<file path="src/rtl/serial_subtractor_4bit_pkg.sv">
// Shared types and sizing for the bit-serial subtractor (sub_pkg).
// The optional signed-overflow output is enabled by defining SUB_OVF_EN.
package sub_pkg;

   typedef enum logic [1:0] {
      IDLE  = 2'd0,
      SHIFT = 2'd1,
      DONE  = 2'd2
   } sub_state_e;

   localparam int SUB_WIDTH_DEF = 4;
   localparam int SUB_CNT_W     = $clog2(SUB_WIDTH_DEF + 1);

   // Counter must be able to hold WIDTH itself, hence +1.
   function automatic int sub_cnt_width(input int w);
      return $clog2(w + 1);
   endfunction

endpackage

</file>
<file path="src/rtl/serial_subtractor_4bit_if.sv">
// Handshake and operand/result bundle for serial_subtractor_4bit.
// The ovf signal and its modport entries exist only when SUB_OVF_EN is defined.
interface serial_subtractor_4bit_if
   import sub_pkg::*;
#(
   parameter int WIDTH = SUB_WIDTH_DEF
);

   logic             start;
   logic [WIDTH-1:0] x;
   logic [WIDTH-1:0] y;
   logic             b_in;
   logic             busy;
   logic             done;
   logic [WIDTH-1:0] diff;
   logic             b_out;
`ifdef SUB_OVF_EN
   logic             ovf;

   modport master (
      output start, x, y, b_in,
      input  busy, done, diff, b_out, ovf
   );

   modport slave (
      input  start, x, y, b_in,
      output busy, done, diff, b_out, ovf
   );
`else
   modport master (
      output start, x, y, b_in,
      input  busy, done, diff, b_out
   );

   modport slave (
      input  start, x, y, b_in,
      output busy, done, diff, b_out
   );
`endif

endinterface

</file>
<file path="src/rtl/serial_subtractor_4bit_full_subtractor.sv">
// Single-bit full subtractor cell: d = a - b - bi, bo = borrow out.
module full_subtractor (
   input  logic a,
   input  logic b,
   input  logic bi,
   output logic d,
   output logic bo
);

   assign d  = a ^ b ^ bi;
   assign bo = (~a & b) | (~(a ^ b) & bi);

endmodule

</file>
<file path="src/rtl/serial_subtractor_4bit.sv">
// Bit-serial subtractor: x - y - b_in resolved LSB-first through one full_subtractor cell.
// Defining SUB_OVF_EN adds a registered signed-overflow flag (ovf).
module serial_subtractor_4bit
   import sub_pkg::*;
#(
   parameter int WIDTH = SUB_WIDTH_DEF
) (
   input  logic                   clk,
   input  logic                   rst_n,
   serial_subtractor_4bit_if.slave sub_bus
);

   localparam int               CNT_W    = sub_cnt_width(WIDTH);
   localparam logic [CNT_W-1:0] LAST_CNT = CNT_W'(WIDTH - 1);

   sub_state_e       state_q,  state_d;
   logic [WIDTH-1:0] x_q,      x_d;
   logic [WIDTH-1:0] y_q,      y_d;
   logic [WIDTH-1:0] res_q,    res_d;
   logic             borrow_q, borrow_d;
   logic [CNT_W-1:0] cnt_q,    cnt_d;
   logic [WIDTH-1:0] diff_q,   diff_d;
   logic             b_out_q,  b_out_d;
   logic             busy_q,   busy_d;
   logic             done_q,   done_d;
`ifdef SUB_OVF_EN
   logic             ovf_q,    ovf_d;
`endif

   logic             d_bit_s;
   logic             bo_s;

   full_subtractor u_fs (
      .a  (x_q[0]),
      .b  (y_q[0]),
      .bi (borrow_q),
      .d  (d_bit_s),
      .bo (bo_s)
   );

   // Next-state, datapath and output-register decode
   always_comb begin
      state_d  = state_q;
      x_d      = x_q;
      y_d      = y_q;
      res_d    = res_q;
      borrow_d = borrow_q;
      cnt_d    = cnt_q;
      diff_d   = diff_q;
      b_out_d  = b_out_q;
`ifdef SUB_OVF_EN
      ovf_d    = ovf_q;
`endif

      case (state_q)
         IDLE: begin
            if (sub_bus.start) begin
               x_d      = sub_bus.x;
               y_d      = sub_bus.y;
               borrow_d = sub_bus.b_in;
               res_d    = {WIDTH{1'b0}};
               cnt_d    = {CNT_W{1'b0}};
               state_d  = SHIFT;
            end else begin
               state_d  = IDLE;
            end
         end
         SHIFT: begin
            x_d      = x_q >> 1;
            y_d      = y_q >> 1;
            res_d    = {d_bit_s, res_q[WIDTH-1:1]};
            borrow_d = bo_s;
            cnt_d    = cnt_q + CNT_W'(1);
            // The final bit is still in flight, so publish from the cell directly.
            if (cnt_q == LAST_CNT) begin
               diff_d  = {d_bit_s, res_q[WIDTH-1:1]};
               b_out_d = bo_s;
`ifdef SUB_OVF_EN
               ovf_d   = borrow_q ^ bo_s;
`endif
               state_d = DONE;
            end else begin
               state_d = SHIFT;
            end
         end
         DONE: begin
            state_d = IDLE;
         end
         default: begin
            state_d = IDLE;
         end
      endcase

      busy_d = (state_d == SHIFT);
      done_d = (state_d == DONE);
   end

   // State, datapath and output registers
   always_ff @(posedge clk or negedge rst_n) begin
      if (!rst_n) begin
         state_q  <= IDLE;
         x_q      <= {WIDTH{1'b0}};
         y_q      <= {WIDTH{1'b0}};
         res_q    <= {WIDTH{1'b0}};
         borrow_q <= 1'b0;
         cnt_q    <= {CNT_W{1'b0}};
         diff_q   <= {WIDTH{1'b0}};
         b_out_q  <= 1'b0;
         busy_q   <= 1'b0;
         done_q   <= 1'b0;
`ifdef SUB_OVF_EN
         ovf_q    <= 1'b0;
`endif
      end else begin
         state_q  <= state_d;
         x_q      <= x_d;
         y_q      <= y_d;
         res_q    <= res_d;
         borrow_q <= borrow_d;
         cnt_q    <= cnt_d;
         diff_q   <= diff_d;
         b_out_q  <= b_out_d;
         busy_q   <= busy_d;
         done_q   <= done_d;
`ifdef SUB_OVF_EN
         ovf_q    <= ovf_d;
`endif
      end
   end

   assign sub_bus.busy  = busy_q;
   assign sub_bus.done  = done_q;
   assign sub_bus.diff  = diff_q;
   assign sub_bus.b_out = b_out_q;
`ifdef SUB_OVF_EN
   assign sub_bus.ovf   = ovf_q;
`endif

endmodule

</file>
<file path="src/flat_wrapper.sv">
// flat-port wrapper written by rule: the top's interface ports become plain ports
module serial_subtractor_4bit_flat import sub_pkg::*;
#(
   parameter int WIDTH = SUB_WIDTH_DEF
)
  (clk, rst_n, sub_bus_start, sub_bus_x, sub_bus_y, sub_bus_b_in, sub_bus_busy, sub_bus_done, sub_bus_diff, sub_bus_b_out);
  serial_subtractor_4bit_if #(.WIDTH(WIDTH)) sub_bus_i ();
  input  logic clk;
  input  logic rst_n;
  input wire logic [$bits(sub_bus_i.start)-1:0] sub_bus_start;
  input wire logic [$bits(sub_bus_i.x)-1:0] sub_bus_x;
  input wire logic [$bits(sub_bus_i.y)-1:0] sub_bus_y;
  input wire logic [$bits(sub_bus_i.b_in)-1:0] sub_bus_b_in;
  output wire logic [$bits(sub_bus_i.busy)-1:0] sub_bus_busy;
  output wire logic [$bits(sub_bus_i.done)-1:0] sub_bus_done;
  output wire logic [$bits(sub_bus_i.diff)-1:0] sub_bus_diff;
  output wire logic [$bits(sub_bus_i.b_out)-1:0] sub_bus_b_out;
  assign sub_bus_i.start = sub_bus_start;
  assign sub_bus_i.x = sub_bus_x;
  assign sub_bus_i.y = sub_bus_y;
  assign sub_bus_i.b_in = sub_bus_b_in;
  assign sub_bus_busy = sub_bus_i.busy;
  assign sub_bus_done = sub_bus_i.done;
  assign sub_bus_diff = sub_bus_i.diff;
  assign sub_bus_b_out = sub_bus_i.b_out;
  serial_subtractor_4bit #(.WIDTH(WIDTH)) u_core (.clk(clk), .rst_n(rst_n), .sub_bus(sub_bus_i));
endmodule
</file>
<file path="config.mk">
export PLATFORM = sky130hd
export DESIGN_NAME = serial_subtractor_4bit_flat
export DESIGN_NICKNAME = d
export VERILOG_FILES = /design/src/rtl/serial_subtractor_4bit_pkg.sv /design/src/rtl/serial_subtractor_4bit_if.sv /design/src/rtl/serial_subtractor_4bit_full_subtractor.sv /design/src/rtl/serial_subtractor_4bit.sv /design/src/flat_wrapper.sv
export SDC_FILE = /design/constraint.sdc
export NUM_CORES = 1
export LEC_CHECK = 0
export BUFFER_PORTS_ARGS = -buffer_cell sky130_fd_sc_hd__buf_2
export CAP_MARGIN = 30
export CORE_ASPECT_RATIO = 1.25
export CORE_MARGIN = 2
export CORE_UTILIZATION = 48
export CTS_CLUSTER_DIAMETER = 200
export DETAILED_ROUTE_END_ITERATION = 8
export PLACE_DENSITY = 0.73
export SLEW_MARGIN = 10
export SYNTH_ARGS = -nofsm -noshare
export SYNTH_HDL_FRONTEND = slang
export SYNTH_HIERARCHICAL = 1
export SYNTH_SLANG_ARGS = --single-unit
</file>
<file path="constraint.sdc">
create_clock -name clk -period 1.4 [get_ports clk]
set_input_delay 0.21 -clock clk [delete_from_list [all_inputs] [get_ports clk]]
set_output_delay 0.21 -clock clk [all_outputs]
set_load 0.02 [all_outputs]
</file>
Word level (Yosys, flattened, before mapping) --
Index checks and enable logic that the tools add are counted.
Cells by class: $add $sub $neg 1, equality and inequality tests 5, multiplexer cells 13, bitwise gates (word level) 7, reduce and logical (&&, ||, !) cells 4
Operators by type and width (number):
- $pmux 4 s2 | 3
- $mux 4 | 3
- $pmux 3 s2 | 1
- $eq 2x1->1 const B | 2
- $pmux 2 s2 | 1
- $reduce_and 2->1 | 2
- $add 3x1->3 const B | 1
- $eq 3x2->1 const B | 1
- $mux 3 | 1
- $and 1x1->1 | 2
- $eq 2x2->1 const B | 1
- $logic_not 2->1 | 1
- $mux 1 | 2
- $mux 2 | 1
- $ne 2x2->1 const B | 1
- $not 1->1 | 2
- $pmux 1 s2 | 1
- $reduce_bool 2->1 | 1
- $xor 1x1->1 | 2
- $or 1x1->1 | 1
Storage, ports and cells: bits in registers 25, bits of input ports 12

Longest topological paths before layout --
depth in word-level cells 5, depth in mapped cells 4, depth with buffers taken out 4

Modules after synthesis --
Netlist, hierarchy kept.
Modules (own cells, without submodules):
- serial_subtractor_4bit | instances 1, cells each 74, area an instance 1051.0 um^2, sequential area each 600.6 um^2
- full_subtractor | instances 1, cells each 4, area an instance 31.3 um^2, sequential area each 0.0 um^2

Worst setup path before layout --
OpenSTA, ideal clock, no wires.
kind reg-to-reg, start point register u_core.cnt_q[0], end point register u_core.b_out_q, in the netlist u_core/sub_bus.b_out, setup time 0.125 ns, arrival time 1.238 ns, slack 0.037 ns, cell stages (with the launch flop) 5, period minus slack after synthesis 1.363 ns, path through dfrtp_1 ha_1 ha_1 nand3b_2 mux2_2
On the way: cells in the longest elaborated chain, start to end 2
Ends and longest elaborated chain:
- from (decl) | RTL line serial_subtractor_4bit.sv:21 | logic [CNT_W-1:0] cnt_q, cnt_d;
- from (signal assigned) | RTL line serial_subtractor_4bit.sv:106 | cnt_q <= {CNT_W{1'b0}};
- from (signal assigned) | RTL line serial_subtractor_4bit.sv:120 | cnt_q <= cnt_d;
- $eq 3x2->1 | RTL line serial_subtractor_4bit.sv:75 | if (cnt_q == LAST_CNT) begin
- $reduce_and 2->1 (no source line)
- to (signal assigned) | RTL line serial_subtractor_4bit.sv:122 | b_out_q <= b_out_d;
- to (decl) | RTL line serial_subtractor_4bit.sv:23 | logic b_out_q, b_out_d;
No other way between the ends. A chain may end at the register's enable or synchronous reset.

Worst setup path in the final report --
start point register u_core.state_q[1], end point register u_core.y_q[2]
On the way: cells in the longest elaborated chain, start to end 3, elaborated cells on any way between the ends 6
Ends and longest elaborated chain:
- from (decl) | RTL line serial_subtractor_4bit.sv:16 | sub_state_e state_q, state_d;
- from (signal assigned) | RTL line serial_subtractor_4bit.sv:115 | state_q <= state_d;
- $eq 2x1->1 or $logic_not 2->1 (tied branches) | RTL line serial_subtractor_4bit.sv:55 | case (state_q)
- $reduce_bool 2->1 (no source line) or $ne 2x2->1 (tied branches)
- $reduce_and 2->1 (no source line)
- to (signal assigned) | RTL line serial_subtractor_4bit.sv:103 | y_q <= {WIDTH{1'b0}};
- to (signal assigned) | RTL line serial_subtractor_4bit.sv:117 | y_q <= y_d;
- to (decl) | RTL line serial_subtractor_4bit.sv:18 | logic [WIDTH-1:0] y_q, y_d;
Several ways; a longest one is shown, not always the timed one.

==> metrics.md <==
| Metric | Value |
|---|---|
| DRC violation total after the first TritonRoute iteration | 4 |
| Register bit total from synthesis | 24 |
| Overall global routing resource usage | between 10% and 20% |
| Post-route clock skew | slightly below 0.006 ns |
| Leading area contributor after synthesis | dfrtp_1 |
| DR vias | between 700 and 800 |
| Count of flip-flops with a built-in enable after synthesis | 0 |
| Growth of design area from synthesis to finish | 17.80% |
| Routed len/inst | 15.14 um |
| Number of global-route vias before repair | between 600 and 700 |
| Outcome | complete, no violations |
| Most numerous cell in the Yosys netlist | dfrtp_1 |
| Worst endpoint required time | 1.61 ns |
| Main area contributors after synthesis | dfrtp_1, o221a_2, mux2_2, or4b_2, a22o_1 |
| Worst R2R Path Depth | 2 |
| Maximum buffer depth of the clock tree | 2 |
| Worst reg2reg endpoint | u_core/y_q[2] |
| Routed WL | roughly 2.0 mm |
| Main synth FF type | dfrtp_1 |
| Residual DRC | 0 |
| Clock edge transition at the registers on the reported setup and hold paths | 0.12 ns |
| Vias per std cell | about 5.4 |
| Pin count of the biggest net entering global routing | 25 |
| Final number of max-transition violations | 0 |
| Hold path depth | 3 |
| Count of final setup violators | 0 |
| Cell at the root of the clock tree | clkbuf_4 |
| Hold/Removal Path Class | input port to register |
| Count of cell types in the netlist | 24 |
| I/O pin cnt | 19 |
| Total congestion overflow after global routing | 0 |
| Nature of the critical path startpoint | register |
| Unrepaired setup endpoints after global routing | false |
| Hold Vio Cnt, Final | 0 |
| Worst endpoint data arrival time | ~1.6 ns |
| Total instance count after detailed placement | 126 |
| Initial antenna violation count | 0 |
| Hold wc startpoint | sub_bus_x[1] |
| Final period demand of the worst path | 1.372 ns |
| Num CTS Buffers | 3 |
| Post-synthesis async set-or-reset flop share | between 90% and 100% |
| Final-stage net count | about 120 |
| Fmax | ~0.73 GHz |
| Ratio of cells with drive above 1 in the final layout | roughly 50% |
| Category of the most critical setup path | register to register |
| Actual slew at the worst max-slew pin | slightly above 0.5 ns |
| Global-route wire length before repair | 3.153 mm |
| Total of max-cap violations | 0 |
| Critical path endpoint category | register |
| R2R setup slack | approximately 0.028 ns |
| Fraction of the cycle the final worst path needs | about 98% |
| Detailed-routing iteration count for the pre-antenna-repair pass | 4 |
| Highest ir drop seen on vdd | around 0.0011 V |
| Number of nets with antenna violations after detailed routing | 0 |
| Post-Place Cell Area | roughly 1200 um^2 |
| Count of mapped cells out of synthesis | 78 |
| Share of Yosys cell area claimed by the top area cell type | 55.49% |
| Chip width | approximately 46 um |
| Synthesized netlist net count | 93 |
| Starting utilization of the core area | between 50% and 60% |
| Leak pwr | just over 0.6 nW |
| Leading post-synthesis cells by instance count | dfrtp_1, o221a_2, inv_1 |
| Worst hold endpoint | u_core/x_q[1] |
| Cell Rows | 19 |
| Final cell area excluding filler cells | approximately 1300 um^2 |
| Clock tree from TritonCTS | done |
| Placer congestion estimate | around 0.70 |
| Die H | roughly 57 um |
| Clock latency reported for the late side of the worst-skew pair | roughly 0.30 ns |
| Seq/Total Area, Yosys | 55.49% |
| Mean area per synthesized cell | 13.88 um^2 |
| Power density over cell area | ~2200 nW/um^2 |
| Sink count of the clock tree | 24 |
| Synth warnings | 6 |
| Number of H-tree branching levels | 1 |
| Area of the die | approximately 2700 um^2 |
| CP Max Fanout | 6 |
| Post-detailed-placement half-perimeter wirelength | 1.353 mm |
| Slew headroom | between 60% and 70% |
| Fin cells | 130 |
| Number of filler cells placed in the layout | ~180 |
| Antenna fix cells | 0 |
| Startpoint of the lowest-slack register-to-register path | u_core/state_q[1] |
| Port buffer count | 18 |
| Area of the core | between 2000 and 2500 um^2 |
| Post-synthesis cell area | 1082 um^2 |
==> metal layers <==
layer  global-route usage [%]  up-vias  wire length [um]
met5                        0        -                 0
met4                    4.898        0                14
met3                    2.848        2                49
met2                    26.39       11              1025
met1                    21.41      358               878
li1                         -      336                 -
==> cell usage in the layout, fill, tap and decap left out, drive strengths merged, types with 2 or more instances in the layout <==
cell type,Yosys,layout
clkbuf,1,3
inv,6,6
nand2b,3,3
a211o,2,2
nor3b,2,2
o221a,7,7
a22o,4,4
a21oi,2,2
dfrtp,24,24
buf,4,22
or4b,7,7
mux2,5,5
ha,2,2
and4bb,2,2
==> layout make-up <==
cell class | count | area (um^2) | area share, %
clock buffers | 3 | 22.52 | 1.766
flip-flops and latches | 24 | 600.6 | 47.11
inverters | 6 | 22.52 | 1.766
repair buffers | 23 | 137.6 | 10.79
well taps | 31 | 38.79 | 3.042
multi-input cells | 43 | 452.9 | 35.53
==> state kept, by name, indices dropped and copies added, names as in the netlist <==
register and cells:
u_core/y_q 4, u_core/cnt_q 3, u_core/res_q 3, u_core/sub_bus.busy 1, u_core/state_q 2, u_core/x_q 4, u_core/sub_bus.done 1, u_core/sub_bus.b_out 1
u_core/sub_bus.diff 4, u_core/borrow_q 1
==> how the worst max path moves through the flow <==
stage,startpoint,endpoint,depth (start not counted)
final,u_core/state_q[1],u_core/y_q[2],2
after global routing,u_core/state_q[0],u_core/x_q[2],3
after CTS,u_core/cnt_q[0],u_core/sub_bus.diff[3],4
after detailed placement,u_core/cnt_q[0],u_core/sub_bus.diff[3],4
after global placement,u_core/cnt_q[0],u_core/sub_bus.diff[0],4
after floorplan,u_core/cnt_q[0],u_core/sub_bus.b_out,4
==> repair_timing <==
action,CTS,global route
setup endpoints to repair,5,12
hold endpoints to repair,24,0
hold buffers,1,0
buffers inserted,0,0
resized for setup,2,5
==> worst max-delay path, stage by stage (launching register included) <==
cell and delay, ns:
dfrtp_1 0.44, or4b_2 0.68, o221a_2 0.15
==> power by group <==
group	internal (mW)	switching [mW]	leakage, nW
Combinational	0.678	0.626	0.308
Clock	0.100	0.187	0.0138
Sequential	1.00	0.192	0.296
Total	1.78	1.00	0.619
==> cell families (layout without fill, tap and decap cells) <==
group | after synthesis | count (layout) | synth area share, %
flip-flops | 24 | 24 | 55.49
AO/OA/AOI/OAI | 18 | 18 | 15.49
AND/OR/NAND/NOR | 16 | 16 | 13.64
buffers and inverters | 11 | 32 | 5.086
multiplexers | 6 | 6 | 6.127
adder cells (fa/ha/maj) | 3 | 3 | 4.162
==> stage by stage <==
| stage | TNS (ns) | hold WS, ns | utilization (%) | power (mW) | setup slack, ns |
|---|---|---|---|---|---|
| after global routing | 0 | 0.2429 | 58.94 | 2.968 | 0.0005198 |
| after CTS | 0 | 0.2428 | 57.89 | 2.745 | 0.01388 |
| after detailed placement | -0.1819 | 0.2152 | 55.87 | 2.440 | -0.04759 |
| final | 0 | 0.2451 | 58.94 | 2.787 | 0.02816 |
| after global placement | 0 | 0.2134 | 55.87 | 2.380 | 0.03203 |
| after floorplan | 0 | -0.08559 | - | 2.098 | 0.03691 |
Power figures use the tool's default switching activity.
